## config.mk

```make
export PLATFORM = sky130hd
export DESIGN_NAME = wbuf_reader
export DESIGN_NICKNAME = d
export VERILOG_FILES = /design/src/rtl/wbuf_reader_pkg.sv /design/src/rtl/wbuf_reader_rd_lat_delay.sv /design/src/rtl/wbuf_reader.sv
export SDC_FILE = /design/constraint.sdc
export NUM_CORES = 1
export LEC_CHECK = 0
export BUFFER_PORTS_ARGS = -buffer_cell sky130_fd_sc_hd__buf_4
export CORE_ASPECT_RATIO = 1.4
export CORE_MARGIN = 3
export CORE_UTILIZATION = 45
export CTS_BUF_LIST = sky130_fd_sc_hd__clkbuf_8 sky130_fd_sc_hd__clkbuf_16
export DETAILED_ROUTE_END_ITERATION = 12
export MAX_ROUTING_LAYER = met4
export PLACE_DENSITY_LB_ADDON = 0.15
export SYNTH_ARGS = -nofsm -noshare
export SYNTH_HDL_FRONTEND = slang
export SYNTH_HIERARCHICAL = 1
export SYNTH_SLANG_ARGS = --single-unit
```

## constraint.sdc

```tcl
create_clock -name clk -period 2.4 [get_ports clk]
set_input_delay 0.48 -clock clk [delete_from_list [all_inputs] [get_ports clk]]
set_output_delay 0.48 -clock clk [all_outputs]
set_load 0.005 [all_outputs]
```

## src/rtl/wbuf_reader_pkg.sv

```systemverilog
// Shared definitions for the filter-window BRAM readers: FSM state
// encoding, default data/address widths and the accumulator width rule.
package wbuf_reader_pkg;

  typedef enum logic [1:0] {
    S_IDLE = 2'd0,
    S_READ = 2'd1,
    S_WAIT = 2'd2,
    S_HOLD = 2'd3
  } wbuf_state_t;

  localparam int DEF_DATA_SIZE = 12;
  localparam int DEF_ADDR_SIZE = 5;

  // A window holds at most 2^addr_size samples, so addr_size extra bits
  // make the running sum impossible to overflow.
  function automatic int sum_width(input int data_size, input int addr_size);
    return data_size + addr_size;
  endfunction

endpackage

```

## src/rtl/wbuf_reader_rd_lat_delay.sv

```systemverilog
// rd_lat_delay: loadable down-counter covering a BRAM read latency.
// Loaded in the read-enable cycle; capture is high in the last cycle of
// the wait, which is the cycle the BRAM data is valid on its output.
module rd_lat_delay
  #(parameter int RD_LAT = 1)
  (
    input  logic clk,
    input  logic rst,
    input  logic load,
    output logic capture
  );

  localparam int CW = $clog2(RD_LAT + 1);

  logic [CW-1:0] cnt;

  // Latency counter: load with RD_LAT, then count down to zero and park.
  always_ff @(posedge clk) begin
    if (rst) begin
      cnt <= '0;
    end else if (load) begin
      cnt <= CW'(RD_LAT);
    end else if (cnt != '0) begin
      cnt <= cnt - CW'(1);
    end
  end

  assign capture = (cnt == CW'(1));

endmodule

```

## src/rtl/wbuf_reader.sv

```systemverilog
// wbuf_reader: fetches an M-sample window from BRAM addresses 0..M-1 and
// streams it downstream on a valid/ready handshake, flagging the final
// sample with dlast and pulsing done when it transfers.
// Optional feature macro: WBUF_READER_SUM_EN adds a window accumulator
// (sum / sum_valid ports).
//
// Handshake: dout/dlast are held stable while dvalid is high; a sample
// moves only in a cycle with dvalid & dready both high. dready may rise
// before dvalid. The internal signal `state` carries the FSM state.
module wbuf_reader
  import wbuf_reader_pkg::*;
  #(
    parameter int M         = 4,
    parameter int ADDR_SIZE = DEF_ADDR_SIZE,
    parameter int DATA_SIZE = DEF_DATA_SIZE,
    parameter int RD_LAT    = 1
  )
  (
    input  logic                 clk,
    input  logic                 rst,
    input  logic                 start,
    input  logic [DATA_SIZE-1:0] di,
    output logic [ADDR_SIZE-1:0] addr,
    output logic                 en,
    output logic [DATA_SIZE-1:0] dout,
    output logic                 dvalid,
    input  logic                 dready,
    output logic                 dlast,
    output logic                 busy,
    output logic                 done
`ifdef WBUF_READER_SUM_EN
    ,
    output logic [sum_width(DATA_SIZE, ADDR_SIZE)-1:0] sum,
    output logic                                       sum_valid
`endif
  );

  localparam logic [ADDR_SIZE-1:0] LAST_IDX = ADDR_SIZE'(M - 1);

  wbuf_state_t          state;
  wbuf_state_t          state_next;
  logic [ADDR_SIZE-1:0] idx;
  logic [ADDR_SIZE-1:0] idx_next;
  logic                 lat_load;
  logic                 capture;
  logic                 xfer;

  rd_lat_delay #(.RD_LAT(RD_LAT)) u_rd_lat_delay (
    .clk     (clk),
    .rst     (rst),
    .load    (lat_load),
    .capture (capture)
  );

  // Next-state and sample index; the latency counter is armed in READ.
  always_comb begin
    state_next = state;
    idx_next   = idx;
    lat_load   = 1'b0;
    case (state)
      S_IDLE: begin
        if (start) begin
          idx_next   = '0;
          state_next = S_READ;
        end
      end
      S_READ: begin
        lat_load   = 1'b1;
        state_next = S_WAIT;
      end
      S_WAIT: begin
        if (capture) begin
          state_next = S_HOLD;
        end
      end
      S_HOLD: begin
        if (dready) begin
          if (idx == LAST_IDX) begin
            state_next = S_IDLE;
          end else begin
            idx_next   = idx + ADDR_SIZE'(1);
            state_next = S_READ;
          end
        end
      end
      default: begin
        state_next = S_IDLE;
      end
    endcase
  end

  // State and index registers; reset aborts any window in flight.
  always_ff @(posedge clk) begin
    if (rst) begin
      state <= S_IDLE;
      idx   <= '0;
    end else begin
      state <= state_next;
      idx   <= idx_next;
    end
  end

  // Output sample register, loaded only in the cycle the BRAM word is valid.
  always_ff @(posedge clk) begin
    if (rst) begin
      dout <= '0;
    end else if ((state == S_WAIT) && capture) begin
      dout <= di;
    end
  end

  // idx only changes on a transfer, so addr stays put outside READ.
  assign addr   = idx;
  assign en     = (state == S_READ);
  assign dvalid = (state == S_HOLD);
  assign dlast  = (state == S_HOLD) && (idx == LAST_IDX);
  assign busy   = (state != S_IDLE);
  assign xfer   = (state == S_HOLD) && dready;
  assign done   = xfer && (idx == LAST_IDX);

`ifdef WBUF_READER_SUM_EN
  localparam int SW = sum_width(DATA_SIZE, ADDR_SIZE);

  logic [SW-1:0] acc;

  // Window accumulator: cleared on an accepted start, adds each transfer.
  always_ff @(posedge clk) begin
    if (rst) begin
      acc <= '0;
    end else if ((state == S_IDLE) && start) begin
      acc <= '0;
    end else if (xfer) begin
      acc <= acc + SW'(dout);
    end
  end

  // Fold the sample transferring this cycle in so that the total is
  // already complete in the done cycle.
  assign sum       = xfer ? (acc + SW'(dout)) : acc;
  assign sum_valid = done;
`endif

endmodule

```

Word-level counts from Yosys, hierarchy flattened --
Index checks and enable logic that the tools add are counted. W data, S select, Z words.
Word-level totals: register bits 20, bits of input ports 16, output and inout bits 22, word-level logic and storage cells 35
Operators by class: add/subtract/negate cells 2, eq/ne operators 8, multiplexer cells 12, reduce and logical (&&, ||, !) cells 9
Operator list (number):
- $mux W5 | 3
- $pmux W5 S2 | 1
- $pmux W2 S4 | 1
- $mux W2 | 3
- $add A5 B1 Y5 const B | 1
- $eq A5 B2 Y1 const B | 1
- $eq A2 B2 Y1 const B | 2
- $logic_and A1 B1 Y1 | 4
- $mux W1 | 4
- $ne A2 B1 Y1 const B | 2
- $ne A2 B2 Y1 const B | 2
- $reduce_and A4 Y1 | 1
- $reduce_bool A2 Y1 | 2
- $reduce_and A3 Y1 | 1
- $eq A2 B1 Y1 const B | 1
- $logic_not A2 Y1 | 1
- $sub A1 B1 Y1 const B | 1

Depth between registers and ports, before layout --
Gate-level depths: netlist of the first run.
word-level depth 4, depth in mapped cells 6, gate-level depth less buffers 6

By module --
Netlist of the first run, hierarchy kept.
Modules (own cells, without submodules):
- wbuf_reader | times used 1, cells each 106, area each 883.3 um2, seq. area each 380.4 um2
- rd_lat_delay | times used 1, cells each 2, area each 33.8 um2, seq. area each 20.0 um2

Worst setup path after synthesis of the first run --
OpenSTA, ideal clock, no wires.
kind register to register, start point register state[0], end point register idx[4] (netlist: addr[4]), setup time 0.120 ns, data arrival time 1.581 ns, required time 2.280 ns, slack 0.699 ns, stages on the path, launching flop included 7, buffers on the path 0, clock period less this slack 1.701 ns, path through dfxtp_1 inv_1 ha_1 nor2b_2 a2111oi_0 nor2_1 a211o_1
Between the ends: cells in the longest elaborated chain, start to end 3, elaborated cells between the ends (all ways) 8, those cells by class 4 x eq/ne; 1 x mux; 3 x reduce/logical
RTL lines:
- start: declaration | RTL line wbuf_reader.sv:40 | wbuf_state_t state;
- start signal: assignment | RTL line wbuf_reader.sv:98 | state <= state_next;
- $eq A2 B2 Y1 / $logic_not A2 Y1 (equally long branches) | RTL line wbuf_reader.sv:60 | case (state)
- $ne A2 B2 Y1 (no line), or another cell as far along
- $reduce_and A4 Y1 (no line)
- end signal: assignment | RTL line wbuf_reader.sv:99 | idx <= idx_next;
- end: declaration | RTL line wbuf_reader.sv:42 | logic [ADDR_SIZE-1:0] idx;
Several ways; a longest one is shown, not always the timed one. A chain may end at the register's enable or synchronous reset.

Worst setup path after layout of the first run --
start point register idx[0] (netlist: addr[0]), end point output done
Between the ends: cells in the longest elaborated chain, start to end 2
RTL lines:
- $eq A5 B2 Y1 | RTL line wbuf_reader.sv:119 | assign done = xfer && (idx == LAST_IDX);
- $logic_and A1 B1 Y1 | RTL line wbuf_reader.sv:119
- end: declaration | RTL line wbuf_reader.sv:30 | output logic done
Every way passes these cells.

==> results of run 1 <==
cells by family (layout without fill, tap and decap cells):
family / count (synthesis) / in the layout / share of synthesized area
muxes: 3 / 3 / 0.0341
AOI/OAI and AO/OA: 22 / 22 / 0.141
adders and majority gates: 5 / 5 / 0.0682
and+or+nand+nor: 50 / 50 / 0.288
DFF: 20 / 20 / 0.437
buffers and inverters: 8 / 44 / 0.0327
state kept, by name, summed over array words and instances, names as in the netlist:
| signal | cells |
|---|---|
| dout | 12 |
| addr | 5 |
| state | 2 |
| u_rd_lat_delay/capture | 1 |
layer usage:
metal / track usage / up-vias / wire length (µm)
met5: - / - / 0
li1: - / 441 / -
met3: 0.0395 / 7 / 161
met1: 0.179 / 374 / 744
met4: 0.112 / 0 / 53
met2: 0.277 / 36 / 952
cells in the mapped netlist (all sizes together):
| cell | count | share of area |
|---|---|---|
| mux2i | 2 | 0.022 |
| nand3 | 2 | 0.011 |
| or4b | 1 | 0.015 |
| and3 | 1 | 0.0068 |
| nor3 | 2 | 0.016 |
| a21oi | 14 | 0.076 |
| inv | 4 | 0.016 |
| ha | 5 | 0.068 |
| clkbuf | 3 | 0.012 |
| a22o | 1 | 0.0096 |
| nor2b | 4 | 0.041 |
| mux2 | 1 | 0.012 |
| a211o | 1 | 0.0096 |
| and2 | 3 | 0.020 |
| nor2 | 6 | 0.025 |
| o31ai | 2 | 0.016 |
| buf | 1 | 0.0041 |
| a2111oi | 1 | 0.0096 |
| a211oi | 1 | 0.0082 |
| nor4 | 1 | 0.0068 |
| dfxtp | 20 | 0.44 |
| o21ai | 2 | 0.011 |
| nand2 | 27 | 0.11 |
| nor4b | 3 | 0.035 |
power groups by stage:
stage	sequential, mW	clock (mW)	combinational (mW)
floorplan	0.381	0	0.166
global placement	0.381	0	0.252
detailed placement	0.384	0	0.259
CTS	0.376	0.214	0.261
global route	0.380	0.227	0.293
finish	0.376	0.205	0.258
final cells by class:
class	count	area [µm²]
clock buffers	3	41.3
well taps	20	25.0
multi-input cells	80	487
repair buffers	37	278
flip-flops and latches	20	400
inverters	4	15.0
fillers	146	601
critical path, delay by kind of cell (launching register included):
kind	cells	cell delay, ns
fa+ha+maj	1	0.22
buf+inv	1	0.10
flops	1	0.38
simple gates	2	0.57
how the worst max path moves through the flow:
stage / endpoint / cells past startpoint
finish: done / 4
floorplan: addr[4] / 6
CTS: done / 4
global route: done / 4
detailed placement: addr[4] / 6
global placement: addr[4] / 6
cells in the final DEF, fill, tap and decap left out, types with 2 or more instances in the layout:
cell type                  instances
sky130_fd_sc_hd__o21ai_0           2
sky130_fd_sc_hd__nand2_1          27
sky130_fd_sc_hd__o31ai_1           2
sky130_fd_sc_hd__and2_1            3
sky130_fd_sc_hd__clkbuf_8          3
sky130_fd_sc_hd__inv_1             3
sky130_fd_sc_hd__nor2b_2           2
sky130_fd_sc_hd__nor2_1            6
sky130_fd_sc_hd__ha_1              5
sky130_fd_sc_hd__mux2i_1           2
sky130_fd_sc_hd__nand3_1           2
sky130_fd_sc_hd__buf_4            37
sky130_fd_sc_hd__nor4b_1           2
sky130_fd_sc_hd__dfxtp_1          20
sky130_fd_sc_hd__a21oi_1          14
through the flow:
stage                     instances   util
after global routing            164  0.675
after CTS                       164  0.675
after detailed placement        161  0.652
after floorplan                 108      -
after global placement          161  0.652
final                           164  0.675
==> summary by stage, run 1 <==
Status
The flow ran to the end, and the final reports show no timing, DRC or antenna violations.

Job
Across the run, the number of max-cap violations was 0.

Clocking
The buffer depth of the longest clock path is 2. The tree is rooted in a sky130_fd_sc_hd__clkbuf_8. The register clock-pin slew on the reported worst setup and hold paths is 0.06 ns. For the worst-skew pair, the clock arrives at the later sink with an insertion delay of 0.25 ns.

The sink count of the clock tree is 20. Buffers inserted to repair hold after CTS numbered 0. Post-CTS timing repair inserted 0 buffers for setup. TritonCTS built the clock tree. The number of gates given a new drive strength after cts is 0. The total clock buffers created by CTS is 3. In this run the number of H-tree levels came out at 1.

Power
Power comes to 0.838 mW. The static leakage is 0.549 nW. Of the total power, the share spent switching nets is 0.289. The combinational power share is 0.307. The sequential group share of total power is 0.449. The internal power of the cells totals 0.596 mW. The areal power density over the cells is 672 nW/µm². Summed over all nets, the switching power comes to 0.242 mW. The largest voltage drop on the vdd net is 0.534 mV.

The clock power share is 0.244.

Place
The placed cell area is 1200 µm². At the end of routability-driven placement, the weighted congestion stood at 0.807. The pre-CTS setup slack is 0.578 ns. The detailed placer's ending HPWL is 1470 µm. Input and output buffers added on the ports amount to 37.

Global route
The total overflow left after global routing is 0. The number of global-route vias before repair was 813. The first global-routing pass estimated 3240 µm of wire.

The number of antenna violations at the first check in global routing is 0. The aggregate global-route resource usage is 0.170. The maximum number of pins on one net before global-route repair is 20.

Floorplan
The initial core utilization is 0.497. 38 I/O pins were placed. The floorplan has 18 rows.

In this run the standard cell core region covers 1850 µm². The die covers 2620 µm². In this run the vertical extent of the chip is 59.4 µm. The die boundary width is 44.2 µm.

Worst setup path
In this run the register-to-register setup slack is 0.58 ns. The worst register-to-register path has a depth of 6. STA puts the critical path data arrival time at 1.52 ns.

The library cell contributing the largest single delay on the critical path is sky130_fd_sc_hd__dfxtp_1. The endpoint of the worst-slack reg-to-reg timing path is addr[4]. The type of the setup path with the least slack is register to output pin. The critical path goes through ha_1 -> nor4b_2 -> and3_1 -> buf_4.

Along the worst path, the maximum fanout reaches 5. STA classifies the critical path endpoint as an output pin. The launch point of the critical path is addr[0].

The launch point of the worst reg-to-reg path is state[1]. The worst setup path is launched from a register. For this run, the slowest stage of the critical path takes 0.38 ns.

At the worst endpoint, the required time is 1.92 ns.

Finish
The ratio of cells with drive above 1 in the final layout is 0.333. The number of antenna diodes in the final layout is 0. The final layout contains 167 nets. Relative to the synthesized area, the layout overhead comes to 35.9%. The post-route cell area is 1250 µm².

Detailed routing
The number of search-and-repair iterations in the first detailed-routing pass is 4. After detailed routing, the average wire length per cell comes to 11.7 µm. The routed layout has 858 vias. Summed over all layers, the routed wires come to 1910 µm. In this run the remaining antenna-violating nets after routing total 0. The number of DRC violations after detailed routing is 0. Using the TritonRoute via totals, the vias-per-cell ratio works out to 5.23. The detailed router finished its first iteration with 17 violations.

STA
Setup repair after global routing left no endpoint under its margin. The worst pin sits at a relative slew slack of 0.723. The count of final hold-check violations was 0. The summed negative setup slack over all endpoints is 0 ns.

The worst path setup slack after routing is 0.401 ns. On the final layout, the worst hold slack is 0.455 ns. The total count of max-transition violations in the final report is 0. At the pin with the least slew margin, the transition time is 0.416 ns. The clock period minus worst slack is 2.00 ns. Setup violations remaining at the end of the flow were counted as 0. The share of the clock period used by the worst path after layout is 0.833. The post-route clock skew is 0.00215 ns.

The fmax is 500 MHz.

Synthesis
The number of different library cells used by synthesis comes to 29. The number of warnings issued by yosys is 6. The net count of the mapped netlist is 129. The synthesized area divided by synthesized cell count is 8.49 µm².

The synthesized instance count is 108. The cell area after technology mapping is 917 µm². The flop and latch count out of synthesis is 20. The share of the Yosys chip area taken by registers is 0.437.

Hold path
The worst hold-check path type is register to register. The worst hold path passes through 2 cells. For hold timing, the worst endpoint is dout[8]. The startpoint identified for the worst hold timing path is dout[8].
Power figures use the tool's default switching activity.
==> run 2: changes to the inputs <==
--- a/config.mk
+++ b/config.mk
@@ -5,6 +5,7 @@
 export SDC_FILE = /design/constraint.sdc
 export NUM_CORES = 1
 export LEC_CHECK = 0
+export ABC_AREA = 1
 export BUFFER_PORTS_ARGS = -buffer_cell sky130_fd_sc_hd__buf_4
 export CORE_ASPECT_RATIO = 1.4
 export CORE_MARGIN = 3
==> constraint.sdc (replaced) <==
create_clock -name clk -period 2.1 [get_ports clk]
set_input_delay 0.42 -clock clk [delete_from_list [all_inputs] [get_ports clk]]
set_output_delay 0.42 -clock clk [all_outputs]
set_load 0.005 [all_outputs]
==> run 2 against run 1 <==
Effect of this change: worst hold slack worse by 0.098 ns; cell area grew 4.7%; routed wire length rose by 13%; sequential power is 20% higher; register-to-register slack better by 0.13 ns; largest power group unchanged.
==> summary by stage, run 2 <==
STA
The count of final hold-check violations is 0. The total count of max-transition violations in the final report is 0. Setup violations remaining at the end of the flow were counted as 0. The fmax is 526 MHz. For the finished layout, the period the worst path requires is 1.90 ns. Setup repair after global routing left no endpoint under its margin. The tightest slew margin relative to the limit is 0.720.

For the pin with the worst max-slew slack, the measured transition is 0.420 ns. Dividing the final minimum period by the clock period gives 0.905. Adding up every negative setup slack in the final design gives 0 ns. The post-route clock skew is 0.00123 ns.

Synthesis
The most repeated cell in the gate-level netlist after synthesis is sky130_fd_sc_hd__nor2_1. Ranked by total cell area, the synthesized netlist is headed by sky130_fd_sc_hd__dfxtp_1 42%, sky130_fd_sc_hd__nor2_1 14%, sky130_fd_sc_hd__nand2_1 7.9%, sky130_fd_sc_hd__o21ai_0 7.9%, sky130_fd_sc_hd__inv_1 6.8%. The synthesized area divided by synthesized cell count is 7.00 µm². After synthesis the netlist holds a flip-flop and latch count of 20. The fraction of registers with async set/reset is 0.

The largest area contributor in the synthesized netlist is sky130_fd_sc_hd__dfxtp_1. The number of warnings issued by yosys is 6. After synthesis, the most frequently instantiated cells are 34 x sky130_fd_sc_hd__nor2_1, 20 x sky130_fd_sc_hd__dfxtp_1, 20 x sky130_fd_sc_hd__nand2_1, 17 x sky130_fd_sc_hd__inv_1, 15 x sky130_fd_sc_hd__o21ai_0. Of the post-synthesis cell area, the dominant cell type holds 0.424. The net count of the mapped netlist is 156. The number of different library cells used by synthesis comes to 18.

The synthesized instance count is 135. Summing every instance area after synthesis gives 945 µm². For this run, the leading register cell type out of synthesis is sky130_fd_sc_hd__dfxtp_1. The number of enable flip-flop cells after synthesis is 0. The sequential element share of the synthesized area is 0.424.

Detailed routing
In this run the remaining antenna-violating nets after routing total 0. The final routed wirelength across all metal layers is 2150 µm. After the first detailed-routing iteration, the DRC count stood at 23.

Dividing the detail-routed via count by the number of cells gives 4.87. The pre-antenna-repair detailed-routing pass consisted of 4 iterations. The number of DRC violations after detailed routing is 0. The number of vias in the routed layout is 955. The routed length per instance is 11.0 µm.

Worst setup path
Data on the critical path arrives at its endpoint at 1.48 ns. The worst setup path is captured at an output pin. STA puts the critical path data required time at 1.68 ns. The critical path is of the register to output pin type. STA classifies the critical path startpoint as a register. The maximum fanout along the worst path is 8.

Global route
The wire length of the first global-routing pass is 3370 µm. The maximum number of pins on one net before global-route repair is 17. The number of antenna violations at the first check in global routing was 0.

The number of global-route vias before repair is 818. The final global-route overflow total is 0. The aggregate global-route resource usage is 0.174.

Clocking
The buffer count from post-CTS setup fixing is 0. The CTS tree is done. The clock reaches the later pin of the worst-skew pair after 0.25 ns. The tree built by TritonCTS fans out to 20 sinks. The hold buffer count at cts is 0.

The root buffer cell chosen for the clock tree is sky130_fd_sc_hd__clkbuf_8. The deepest level of the CTS H-tree is 1. In this run, CTS created clock tree buffers numbering 3. Gates resized during post-CTS repair numbered 0.

Clock-pin slew was measured on the worst setup and hold paths at 0.07 ns. The buffer depth of the longest clock path is 2.

Finish
The library cells used most frequently in the layout, excluding fill and tap cells, are 39 x sky130_fd_sc_hd__buf_4, 34 x sky130_fd_sc_hd__nor2_1, 20 x sky130_fd_sc_hd__nand2_1, 20 x sky130_fd_sc_hd__dfxtp_1, 17 x sky130_fd_sc_hd__inv_1. The area added between synthesis and finish is 38.1%. The antenna diode count is 0. The number of nets at the end of the flow is 197. The most frequent standard cell in the layout excluding fill and tap cells is sky130_fd_sc_hd__buf_4. The ratio of cells with drive above 1 in the final layout is 0.291. The register with the most flip-flops in the final layout is dout. The number of flip-flops in the largest register is 12.

The post-route cell area is 1310 µm².

Power
The areal power density over the cells is 887 nW/µm². In this run the static leakage power is 0.640 nW. The worst-case IR drop observed on VDD is 0.554 mV.

Floorplan
Measured along the y axis, the die boundary spans 60.2 µm. The region available for standard cell placement spans 1970 µm². The area of the die is 2690 µm². The number of ports placed on the die boundary is 38. The die is 44.7 µm wide.

The floorplan has 19 rows. The initial utilization of the core area, before any placement, comes to 0.479.

Hold path
The worst hold-check path type is input pin to register.

Status
The flow ran to the end, and the final reports show no timing, DRC or antenna violations.

Place
The port buffer count is 37. Detailed placement finished with a half-perimeter wire length of 1670 µm. The weighted congestion at the end of routability-driven global placement is 0.805.

The placed cell area is 1250 µm².

Job
Max-cap violations in this run came to 0.
run 2: cell count changes after synthesis, moves of 3 or more:
cell	delta
sky130_fd_sc_hd__o21ai_0	+13
sky130_fd_sc_hd__a21oi_1	-11
sky130_fd_sc_hd__nor2_1	+28
sky130_fd_sc_hd__nand3_1	+5
sky130_fd_sc_hd__nand2_1	-7
sky130_fd_sc_hd__inv_1	+14
sky130_fd_sc_hd__and2_1	-3
run 2: stage by stage:
stage	utilization	hold slack (ns)	worst slack (ns)	std cells	power [mW]
2_1_floorplan	-	0.476	0.654	135	0.735
3_3_place_gp	0.633	0.465	0.540	192	0.874
3_5_place_dp	0.633	0.477	0.493	192	0.886
4_1_cts	0.661	0.356	0.201	196	1.17
5_1_grt	0.661	0.358	0.0442	196	1.25
6_report	0.661	0.357	0.199	196	1.16
run 2: layout make-up:
class / count / area, µm²
Fill cell: 187 / 668
Sequential cell: 20 / 400
Clock buffer: 4 / 55.1
Inverter: 18 / 67.6
Tap cell: 21 / 26.3
Timing Repair Buffer: 39 / 293
Multi-Input combinational cell: 94 / 463
run 2: metal layers:
| metal | track usage | wire length, µm | up-vias |
|---|---|---|---|
| li1 | - | - | 501 |
| met1 | 0.195 | 861 | 413 |
| met2 | 0.277 | 1060 | 34 |
| met3 | 0.0331 | 181 | 7 |
| met4 | 0.108 | 47 | 0 |
| met5 | - | 0 | - |
run 2: cells by family (layout without fill, tap and decap cells):
| kind of cell | after synthesis | count (layout) | share of synthesized area |
|---|---|---|---|
| simple gates | 70 | 70 | 0.319 |
| flops | 20 | 20 | 0.424 |
| buf+inv | 21 | 61 | 0.0861 |
| fa+ha+maj | 5 | 5 | 0.0662 |
| compound gates | 19 | 19 | 0.105 |
run 2: worst paths after layout:
check | startpoint | end | slack [ns] | cells after the start
worst max-delay path | addr[0] | done | 0.20 | 6
worst min-delay path | rst | addr[4] | 0.36 | 2
worst max register to register | state[0] | addr[2] | 0.71 | 9
worst min register to register | dout[1] | dout[1] | 0.49 | 2
run 2: where the power goes:
| group | leakage [nW] | internal, mW | total, mW | switching [mW] |
|---|---|---|---|---|
| combinational | 0.449 | 0.187 | 0.419 | 0.232 |
| sequential | 0.162 | 0.421 | 0.453 | 0.0318 |
| clock | 0.0288 | 0.167 | 0.286 | 0.119 |
run 2: critical path, stage by stage, from the launching register on:
cell	delay, ns
sky130_fd_sc_hd__dfxtp_1	0.40
sky130_fd_sc_hd__ha_1	0.25
sky130_fd_sc_hd__inv_2	0.05
sky130_fd_sc_hd__nor2_2	0.11
sky130_fd_sc_hd__nand3_2	0.17
sky130_fd_sc_hd__nor2_1	0.13
sky130_fd_sc_hd__buf_4	0.12
==> run 3: changes to the inputs <==
--- a/config.mk
+++ b/config.mk
@@ -9,10 +9,9 @@
 export BUFFER_PORTS_ARGS = -buffer_cell sky130_fd_sc_hd__buf_4
 export CORE_ASPECT_RATIO = 1.4
 export CORE_MARGIN = 3
-export CORE_UTILIZATION = 45
+export CORE_UTILIZATION = 46
 export CTS_BUF_LIST = sky130_fd_sc_hd__clkbuf_8 sky130_fd_sc_hd__clkbuf_16
 export DETAILED_ROUTE_END_ITERATION = 12
-export MAX_ROUTING_LAYER = met4
 export PLACE_DENSITY_LB_ADDON = 0.15
 export SYNTH_ARGS = -nofsm -noshare
 export SYNTH_HDL_FRONTEND = slang
==> run 3 against run 2 <==
Effect of this change: global-route usage up 1.4 points; worst setup slack worse by 0.067 ns; critical endpoint unchanged; combinational power increased by 2%; clock skew fell by 0.00067 ns; critical path type unchanged; routed wire length rose by 3.6%; cell count down 1.0%.
==> summary by stage, run 3 (same netlist as run 2, synthesis figures left out) <==
Status
The run finished with clean final reports.

Clocking
CTS placed an instance of sky130_fd_sc_hd__clkbuf_8 at the clock tree root. After clock tree synthesis, the repair step resized 0 gates. The deepest level of the CTS H-tree is 1. The clock insertion delay at the later pin of the skew report is 0.26 ns.

In this run the deepest clock path goes through 2 buffers. The buffer count from post-CTS setup fixing is 0. CTS saw 20 sinks.

The CTS tree is done. The number of hold buffers added after CTS was 0. Clock-pin slew was measured on the worst setup and hold paths at 0.07 ns.

The total clock buffers created by CTS is 3.

STA
The final hold slack is 0.355 ns. After routing, the total negative slack on setup checks comes to 0 ns. The tightest slew margin relative to the limit is 0.719. The fmax is 508 MHz. The final setup violation count is 0.

The clock period minus worst slack is 1.97 ns. The total count of max-transition violations in the final report came to 0. The share of the clock period used by the worst path after layout is 0.937. The count of final hold-check violations came to 0.

The transition time at the pin with the least slew margin is 0.421 ns. Across the routed clock network, the largest skew measured is 0.000561 ns.

Worst setup path
In this run the critical register-to-register path is captured at addr[2]. The largest single stage delay on the critical path is 0.41 ns. The worst setup path is captured at an output pin. The signal on the critical path passes through ha_2 -> inv_2 -> nor2_2 -> nand3_2 -> nor2_1 -> buf_4. The type of the setup path with the least slack is register to output pin.

In this run the critical register-to-register path is launched from state[0]. STA classifies the critical path startpoint as a register. Of all nets on the critical path, the largest fanout is 8. The required time of the critical path is 1.68 ns. The critical path buffer and inverter count is 2. The arrival time of data at the critical path endpoint is 1.55 ns. The internal reg-to-reg setup slack is 0.67 ns. The critical path's top delay family is simple AND/OR/NAND/NOR gates. On the critical path, the stage with the largest delay is an instance of sky130_fd_sc_hd__dfxtp_1.

Counting cells, the worst reg-to-reg path comes to 6.

Power
The analysis attributes to net switching a power of 0.399 mW. The combinational power share is 0.364. The clock power share is 0.250. Cell internal power was estimated by the tool at 0.772 mW.

The static leakage is 0.632 nW. Power spread over the standard cell area amounts to 901 nW/µm². The worst-case IR drop observed on VDD is 0.727 mV. The share of total power dissipated in sequential elements is 0.386.

The fraction of power spent switching nets is 0.341. The total power consumption of the routed design is 1.17 mW.

Detailed routing
The first detailed-routing pass took 5 iterations. In the final routed layout, each cell accounts on average for 11.5 µm. The number of nets with antenna violations after detailed routing is 0. After detailed routing, the number of vias per cell comes to 4.93. After the first detailed-routing iteration, the DRC count stood at 28. The final routed wirelength across all metal layers is 2230 µm. In the routed design, unresolved DRC markers number 0. The routed layout has 957 vias.

Floorplan
The floorplan row count is 18. 38 I/O pins were placed. The initial utilization of the core area, before any placement, comes to 0.512. The die boundary width is 44.3 µm.

The placeable core region is 1850 µm². The floorplan step defined a die boundary enclosing 2640 µm². The height of the die is 59.6 µm.

Finish
The library cells used most frequently in the layout, excluding fill and tap cells, are 38 x sky130_fd_sc_hd__buf_4, 34 x sky130_fd_sc_hd__nor2_1, 20 x sky130_fd_sc_hd__nand2_1, 20 x sky130_fd_sc_hd__dfxtp_1, 17 x sky130_fd_sc_hd__inv_1. The number of fill cells is 168. The area added between synthesis and finish is 37.5%. Summing all non-filler instances in the final layout gives an area of 1300 µm². The register bank with the most flops is dout. Measured on the finished design, the core utilization comes to 0.703. The library cell used most frequently in the layout, excluding fill and tap cells, is sky130_fd_sc_hd__buf_4.

Across the whole layout, storage elements account for 400 µm². The antenna diode count is 0. The register with the most flip-flops in the layout has 12 of them.

After the last flow step, the layout net total stands at 196. The area of the multi-input gates is 465 µm². The ratio of cells with drive above 1 in the final layout is 0.293.

Hold path
The worst min-delay path startpoint is rst. The worst hold-check path type is input pin to register. The capture endpoint of the worst hold path is addr[4]. The worst hold path was traced through 2 stages.

Global route
The number of global-route vias before repair is 917. The wire length of the first global-routing pass is 3740 µm. Global routing finished with a remaining overflow of 0. The aggregate global-route resource usage is 0.188. The maximum number of pins on one net before global-route repair is 17.

The number of antenna violations at the first check in global routing is 0.

Place
The port buffer count is 37. The detailed placer's ending HPWL is 1690 µm. At the end of routability-driven placement, the weighted congestion stood at 0.844. After detailed placement, the total cell area comes to 1240 µm².

Job
The number of maximum-capacitance constraint violations is 0.
## run 3: cell type report
| class | instances | area share |
|---|---|---|
| multi-input cells | 94 | 0.358 |
| flip-flops and latches | 20 | 0.308 |
| repair buffers | 38 | 0.220 |
| inverters | 18 | 0.0520 |
| clock buffers | 4 | 0.0424 |
| well taps | 20 | 0.0193 |
## run 3: routing by layer
metal,GRT usage,wire length (µm)
met1,0.196,880
met2,0.338,1120
met3,0.0517,186
met4,0.0905,40
met5,0,0
## run 3: through the flow
step / setup slack (ns) / instances
4_1_cts: 0.162 / 194
5_1_grt: -0.0171 / 194
3_5_place_dp: 0.458 / 190
6_report: 0.132 / 194
3_3_place_gp: 0.535 / 190
2_1_floorplan: 0.654 / 135
## run 3: how the worst max path moves through the flow
stage | start | end | slack (ns) | cells after the start
2_1_floorplan | addr[0] | done | 0.65 | 5
3_5_place_dp | addr[0] | done | 0.46 | 6
4_1_cts | addr[0] | done | 0.16 | 6
5_1_grt | addr[0] | done | -0.02 | 6
6_report | addr[0] | done | 0.13 | 6
3_3_place_gp | addr[0] | done | 0.54 | 6
## run 3: power groups by stage
stage	combinational [mW]	clock (mW)	sequential, mW
finish	0.426	0.292	0.452
CTS	0.426	0.299	0.452
global placement	0.412	0	0.458
floorplan	0.276	0	0.458
global route	0.491	0.313	0.458
detailed placement	0.421	0	0.461
## run 3: worst register-to-register path: cells and delay by family (launching register included)
kind | cells | cell delay (ns)
DFF | 1 | 0.39
adders and majority gates | 1 | 0.37
and+or+nand+nor | 5 | 0.58
